<file path="config.mk">
export PLATFORM = sky130hd
export DESIGN_NAME = pixel_stream_gen
export DESIGN_NICKNAME = d
export VERILOG_FILES = /design/src/rtl/pixel_stream_gen.sv
export SDC_FILE = /design/constraint.sdc
export NUM_CORES = 1
export LEC_CHECK = 0
export ABC_AREA = 0
export ABC_CLOCK_PERIOD_IN_PS = 6800
export BUFFER_PORTS_ARGS = -buffer_cell sky130_fd_sc_hd__buf_4
export CAP_MARGIN = 20
export CORE_MARGIN = 2
export CORE_UTILIZATION = 40
export DETAILED_ROUTE_END_ITERATION = 7
export PLACE_DENSITY_LB_ADDON = 0.3
export SLEW_MARGIN = 20
export SYNTH_ARGS = -nofsm -noshare
export SYNTH_HDL_FRONTEND = slang
export SYNTH_SLANG_ARGS = --single-unit
</file>
<file path="constraint.sdc">
create_clock -name clock -period 6.8 [get_ports clock]
set_input_delay 0.34 -clock clock [delete_from_list [all_inputs] [get_ports clock]]
set_output_delay 0.34 -clock clock [all_outputs]
set_load 0.03 [all_outputs]
</file>
<file path="src/rtl/pixel_stream_gen.sv">
// Raster pixel-stream source: one pixel per clock, active area then blanking,
// with selectable test pattern and an optional single-pixel red marker.
// All outputs are registered; state and pixel outputs update on the same edge.
module pixel_stream_gen #(
  parameter int H_ACTIVE = 640,
  parameter int H_BLANK  = 160,
  parameter int V_ACTIVE = 480,
  parameter int V_BLANK  = 45
) (
  input  logic        clock,
  input  logic        resetN,
  input  logic        enable,
  input  logic [1:0]  pattern_sel,
  input  logic        marker_en,
  input  logic [10:0] marker_x,
  input  logic [10:0] marker_y,
  output logic [10:0] x_out,
  output logic [10:0] y_out,
  output logic [9:0]  R_out,
  output logic [9:0]  G_out,
  output logic [9:0]  B_out,
  output logic        pixel_valid,
  output logic        new_frame,
  output logic [15:0] frame_count
);

  localparam int CNT_W  = 20;
  localparam int VB_LEN = V_BLANK * (H_ACTIVE + H_BLANK);
  localparam logic [10:0]      X_LAST  = 11'(H_ACTIVE - 1);
  localparam logic [10:0]      Y_LAST  = 11'(V_ACTIVE - 1);
  localparam logic [CNT_W-1:0] HB_LAST = CNT_W'(H_BLANK - 1);
  localparam logic [CNT_W-1:0] VB_LAST = CNT_W'(VB_LEN - 1);

  typedef enum logic [1:0] {S_IDLE, S_ACTIVE, S_HBLANK, S_VBLANK} state_t;

  state_t           state_q, state_d;
  logic [10:0]      x_q, x_d, y_q, y_d;
  logic [CNT_W-1:0] cnt_q, cnt_d;
  logic [1:0]       sel_q, sel_d;
  logic             men_q, men_d;
  logic [10:0]      mx_q, mx_d, my_q, my_d;
  logic [9:0]       r_q, r_d, g_q, g_d, b_q, b_d;
  logic             valid_q, valid_d;
  logic             nf_q, nf_d;
  logic [15:0]      fc_q, fc_d;
  logic             start_s;

  // Raster sequencing: next state, position, blank counter and frame start.
  always_comb begin
    state_d = state_q;
    x_d     = x_q;
    y_d     = y_q;
    cnt_d   = cnt_q;
    sel_d   = sel_q;
    men_d   = men_q;
    mx_d    = mx_q;
    my_d    = my_q;
    fc_d    = fc_q;
    nf_d    = 1'b0;
    start_s = 1'b0;
    case (state_q)
      S_IDLE: begin
        if (enable) begin
          start_s = 1'b1;
        end else begin
          x_d = 11'd0;
          y_d = 11'd0;
        end
      end
      S_ACTIVE: begin
        if (x_q == X_LAST) begin
          state_d = S_HBLANK;
          cnt_d   = {CNT_W{1'b0}};
        end else begin
          x_d = x_q + 11'd1;
        end
      end
      S_HBLANK: begin
        if (cnt_q == HB_LAST) begin
          if (y_q == Y_LAST) begin
            state_d = S_VBLANK;
            cnt_d   = {CNT_W{1'b0}};
          end else begin
            state_d = S_ACTIVE;
            x_d     = 11'd0;
            y_d     = y_q + 11'd1;
          end
        end else begin
          cnt_d = cnt_q + {{(CNT_W-1){1'b0}}, 1'b1};
        end
      end
      S_VBLANK: begin
        if (cnt_q == VB_LAST) begin
          if (enable) begin
            start_s = 1'b1;
          end else begin
            state_d = S_IDLE;
            x_d     = 11'd0;
            y_d     = 11'd0;
          end
        end else begin
          cnt_d = cnt_q + {{(CNT_W-1){1'b0}}, 1'b1};
        end
      end
      default: begin
        state_d = S_IDLE;
        x_d     = 11'd0;
        y_d     = 11'd0;
      end
    endcase
    // Frame start: jump to (0,0), pulse new_frame and snapshot pattern/marker settings.
    if (start_s) begin
      state_d = S_ACTIVE;
      x_d     = 11'd0;
      y_d     = 11'd0;
      nf_d    = 1'b1;
      fc_d    = fc_q + 16'd1;
      sel_d   = pattern_sel;
      men_d   = marker_en;
      mx_d    = marker_x;
      my_d    = marker_y;
    end else begin
      nf_d = 1'b0;
    end
  end

  // Pixel colour for the position selected above, using the per-frame settings.
  always_comb begin
    valid_d = (state_d == S_ACTIVE);
    r_d     = 10'd0;
    g_d     = 10'd0;
    b_d     = 10'd0;
    if (valid_d) begin
      case (sel_d)
        2'd0: begin
          r_d = 10'd0;
          g_d = 10'd0;
          b_d = 10'd0;
        end
        2'd1: begin
          r_d = x_d[9:0];
          g_d = y_d[9:0];
          b_d = 10'd0;
        end
        2'd2: begin
          r_d = (x_d[5] ^ y_d[5]) ? 10'h3FF : 10'h000;
          g_d = r_d;
          b_d = r_d;
        end
        2'd3: begin
          r_d = 10'h200;
          g_d = 10'h200;
          b_d = 10'h200;
        end
        default: begin
          r_d = 10'd0;
          g_d = 10'd0;
          b_d = 10'd0;
        end
      endcase
      // Marker overrides the pattern; off-screen coordinates simply never match.
      if (men_d && (x_d == mx_d) && (y_d == my_d)) begin
        r_d = 10'h3FF;
        g_d = 10'h000;
        b_d = 10'h000;
      end else begin
        r_d = r_d;
      end
    end else begin
      r_d = 10'd0;
    end
  end

  // State and output registers with synchronous active-low reset.
  always_ff @(posedge clock) begin
    if (!resetN) begin
      state_q <= S_IDLE;
      x_q     <= 11'd0;
      y_q     <= 11'd0;
      cnt_q   <= {CNT_W{1'b0}};
      sel_q   <= 2'd0;
      men_q   <= 1'b0;
      mx_q    <= 11'd0;
      my_q    <= 11'd0;
      r_q     <= 10'd0;
      g_q     <= 10'd0;
      b_q     <= 10'd0;
      valid_q <= 1'b0;
      nf_q    <= 1'b0;
      fc_q    <= 16'd0;
    end else begin
      state_q <= state_d;
      x_q     <= x_d;
      y_q     <= y_d;
      cnt_q   <= cnt_d;
      sel_q   <= sel_d;
      men_q   <= men_d;
      mx_q    <= mx_d;
      my_q    <= my_d;
      r_q     <= r_d;
      g_q     <= g_d;
      b_q     <= b_d;
      valid_q <= valid_d;
      nf_q    <= nf_d;
      fc_q    <= fc_d;
    end
  end

  assign x_out       = x_q;
  assign y_out       = y_q;
  assign R_out       = r_q;
  assign G_out       = g_q;
  assign B_out       = b_q;
  assign pixel_valid = valid_q;
  assign new_frame   = nf_q;
  assign frame_count = fc_q;

endmodule

</file>
==> flow_results.org <==
** STA
- After layout, the worst path uses 67.5% of the clock period.
- Max_slew headroom :: 36.9%
- Post-layout minimum cycle time :: 4590 ps
- Post-route worst setup slack :: 2210 ps
- RSZ-0062 raised after global routing :: no
- Clock skew on the completed layout was measured at 8.94 ps.
- The number of hold violations in the final report came to 0.
- For the pin with the worst max-slew slack, the measured transition is 940 ps.
- Total negative slack :: 0 ps
- Hold is met by 241 ps.
- Timing-limited maximum frequency :: 0.218 GHz
- Endpoints failing setup :: 0
- The max-slew violation total from the final report is 0.

** Power and ir drop
- Post-layout power :: 1.39 mW
- The clock network accounts for 40.3% of the total power.
- Summed over all cells, the static leakage comes to 2.71 nW.
- Per report_power, the sequential group accounts for 47.8% of the total.
- Sw power :: 0.363 mW
- In this run switching power makes up 26.1% of total power.
- Power density over the cells :: 204 nW/um^2
- IR analysis of the VDD net gives a maximum drop of 0.109 mV.
- Of the total power, combinational logic draws 11.9%.
- The internal portion of the total power is 1.03 mW.

** Synth
- Average cell area after synthesis :: 8.11 um^2
- Yosys instantiated no cell more often than sky130_fd_sc_hd__dfxtp_1.
- Sequential area share after synthesis :: 38.3%
- Cell type with the highest aggregate area in the netlist :: sky130_fd_sc_hd__dfxtp_1
- The cell count after synthesis came out at 702.
- Yosys mapped a number of flops with a built-in enable equal to 0.
- Yosys warning total :: 0
- Post-Syn Nets :: 739
- Top cells by count, synth :: sky130_fd_sc_hd__dfxtp_1 (109), sky130_fd_sc_hd__nor2_1 (80), sky130_fd_sc_hd__nand2_1 (77), sky130_fd_sc_hd__a21oi_1 (54), sky130_fd_sc_hd__o21ai_0 (29)
- Number of library cell types mapped by synthesis :: 65
- Async SR Flop Fraction :: 0%
- After synthesis the netlist holds a flip-flop and latch count of 109.
- Cell area after technology mapping :: 5700 um^2
- Area share of the leading cell type in the synthesized netlist :: 38.3%
- For this run, the leading register cell type out of synthesis is sky130_fd_sc_hd__dfxtp_1.
- Cell types with the largest area share after synthesis :: sky130_fd_sc_hd__dfxtp_1 (38%), sky130_fd_sc_hd__nor2_1 (5.3%), sky130_fd_sc_hd__nand2_1 (5.1%)

** Setup path
- Data required time at the worst endpoint :: 7060 ps
- Data on the critical path arrives at its endpoint at 4840 ps.
- Category of the critical setup timing path :: reg -> reg
- STA classifies the critical path startpoint as a flip-flop.
- On the worst path, the slowest cell contributes a delay of 730 ps.
- CP max-delay cell :: sky130_fd_sc_hd__a21o_1
- Family with the most delay on the worst path :: simple AND/OR/NAND/NOR gates
- STA classifies the critical path endpoint as a flip-flop.
- Worst Path Buf+Inv :: 1
- Of all nets on the critical path, the largest fanout is 23.
- The critical path goes through or4b_1 -> nor4_2 -> a21o_1 -> buf_4 -> nand2_1 -> o21a_1 -> nor3b_1 -> nand4_1 -> a2111oi_2 -> nand4b_4 -> and3b_1.

** CTS
- In this run, post-CTS repair resized a total of 0 instances.
- After clock tree synthesis, the setup repair step added 0 buffers.
- The clock drives 109 sinks.
- Buffers inserted to repair hold after CTS numbered 0.
- CTS placed an instance of sky130_fd_sc_hd__clkbuf_16 at the clock tree root.
- After clock tree synthesis, the clock-pin slew on the worst setup and hold paths is 80 ps.
- Longest Clk Path Bufs :: 2
- The number of clock buffers added by TritonCTS is 9.
- TritonCTS built the clock tree.
- The H-tree was split into 3 levels.
- Clock latency on the worst-skew pair, taken at its later pin, is 360 ps.

** Final layout
- The repair_antennas step left the layout with diodes totalling 0.
- After the last flow step, the layout net total stands at 809.
- Multi-input gate area in the final layout :: 3260 um^2
- Register cell area after layout :: 2180 um^2
- Design area :: 6800 um^2
- In the final layout, the share of cells above drive strength 1 is 17.1%.
- Final core area utilization :: 49.0%
- Compared with the post-synthesis result, the final layout area differs by 19.4%.
- The filler cells instantiated in the layout total 1387.
- Filler-free cell count of the finished design :: 957

** Worst hold path
- Worst hold-check path type :: in -> reg

** Place
- After detailed placement, the design holds a cell count of 941.
- The placed instances occupy a cell area of 6490 um^2.
- Setup slack at placement :: 2210 ps
- Final HPWL from detailed placement :: 11.8 mm
- Final Wtd Congestion :: 0.953
- In this run the tool buffered the top-level ports with 97 buffer cells.

** Detailed routing
- Average routed wire per standard cell :: 16.7 um
- Starting DRT DRC Count :: 470
- Detail Route Antenna Nets :: 0
- The first TritonRoute pass finished after 6 iterations.
- Via count :: 5436
- Vias per cell :: 5.68
- DRC Markers :: 0
- Final WL :: 16.0 mm

** Die
- Die Outline Area :: 15200 um^2
- Vertical die dimension :: 123 um
- The initial utilization of the core area, before any placement, comes to 41.0%.
- Floorplan row count :: 43
- Top-level port count :: 98
- Area inside the core boundary :: 13900 um^2
- Die width :: 123 um

** Global routing
- Largest net degree at the start of global routing :: 50
- For this run the aggregate overflow at the end of global routing stands at 0.
- First-pass GRT wire length :: 25.4 mm
- Global routing used 21.3% of the available tracks across all layers.
- The via count of the first global-routing pass was 5133.
- Antenna violations before repair :: 0

** Flow run
- Number of maximum-capacitance constraint violations :: 0

** Outcome
- Result of the run :: completed
[registers in the layout, summed over array words and instances, names as in the netlist]
signal,flops
new_frame,1
B_out,2
men_q,1
x_out,11
state_q,2
frame_count,16
R_out,10
sel_q,2
G_out,10
mx_q,11
pixel_valid,1
my_q,11
y_out,11
cnt_q,20
[final timing paths]
| kind | start | slack (ps) | cells after the start | endpoint |
|---|---|---|---|---|
| worst max-delay path | cnt_q[5] | 2210 | 11 | G_out[8] |
| worst min-delay path | marker_x[1] | 240 | 3 | mx_q[1] |
| worst max register to register | cnt_q[5] | 2210 | 11 | G_out[8] |
| worst min register to register | my_q[3] | 470 | 2 | my_q[3] |
[per-layer routing]
metal	part of all wire, %	GRT usage, %
met1	44	27.9
met2	47	34.8
met3	6.0	3.18
met4	2.4	9.02
met5	0	0
[cell families after synthesis]
family	share of synthesized area (%)
fa+ha+maj	1.98
compound gates	17.6
simple gates	28.4
buf+inv	4.46
xor+xnor	6.46
flops	38.3
mux	2.83
[area by class of cell]
class	instances	share of cell area [%]
multi-input cells	537	48.0
flip-flops and latches	109	32.1
repair buffers	102	11.3
clock buffers	11	3.72
well taps	180	3.31
clock inverters	5	0.938
inverters	13	0.717
[cell usage in the layout, fill, tap and decap left out, types with 7 or more instances in the layout]
master                      count
sky130_fd_sc_hd__nand3_1       24
sky130_fd_sc_hd__xnor2_1       19
sky130_fd_sc_hd__nor3_1        13
sky130_fd_sc_hd__or3_1         13
sky130_fd_sc_hd__nand4_1       18
sky130_fd_sc_hd__and3_1        20
sky130_fd_sc_hd__and2_1        15
sky130_fd_sc_hd__xor2_1        23
sky130_fd_sc_hd__o21ai_0       28
sky130_fd_sc_hd__dfxtp_1      109
sky130_fd_sc_hd__nor2_1        80
sky130_fd_sc_hd__a31oi_1        9
sky130_fd_sc_hd__clkbuf_16      9
sky130_fd_sc_hd__a211o_1        7
sky130_fd_sc_hd__a21boi_1      11
sky130_fd_sc_hd__nand2_1       77
sky130_fd_sc_hd__mux2i_1       15
sky130_fd_sc_hd__a211oi_1       8
sky130_fd_sc_hd__nor2b_1       10
sky130_fd_sc_hd__buf_4        102
sky130_fd_sc_hd__a21oi_1       54
sky130_fd_sc_hd__ha_1           9
sky130_fd_sc_hd__inv_1         13
[power groups by stage]
stage | Combinational (mW) | Sequential (mW) | Clock, mW
finish | 0.165 | 0.664 | 0.559
global route | 0.181 | 0.666 | 0.590
CTS | 0.166 | 0.664 | 0.570
detailed placement | 0.165 | 0.679 | 0
global placement | 0.162 | 0.678 | 0
floorplan | 0.109 | 0.683 | 0
[worst register-to-register path: cells and delay by family, from the launching register on]
kind                   cells  cell delay (ps)
AO/OA/AOI/OAI              3             1350
buffers and inverters      1              390
AND/OR/NAND/NOR            7             2360
flip-flops                 1              370
Power figures use the tool's default switching activity.
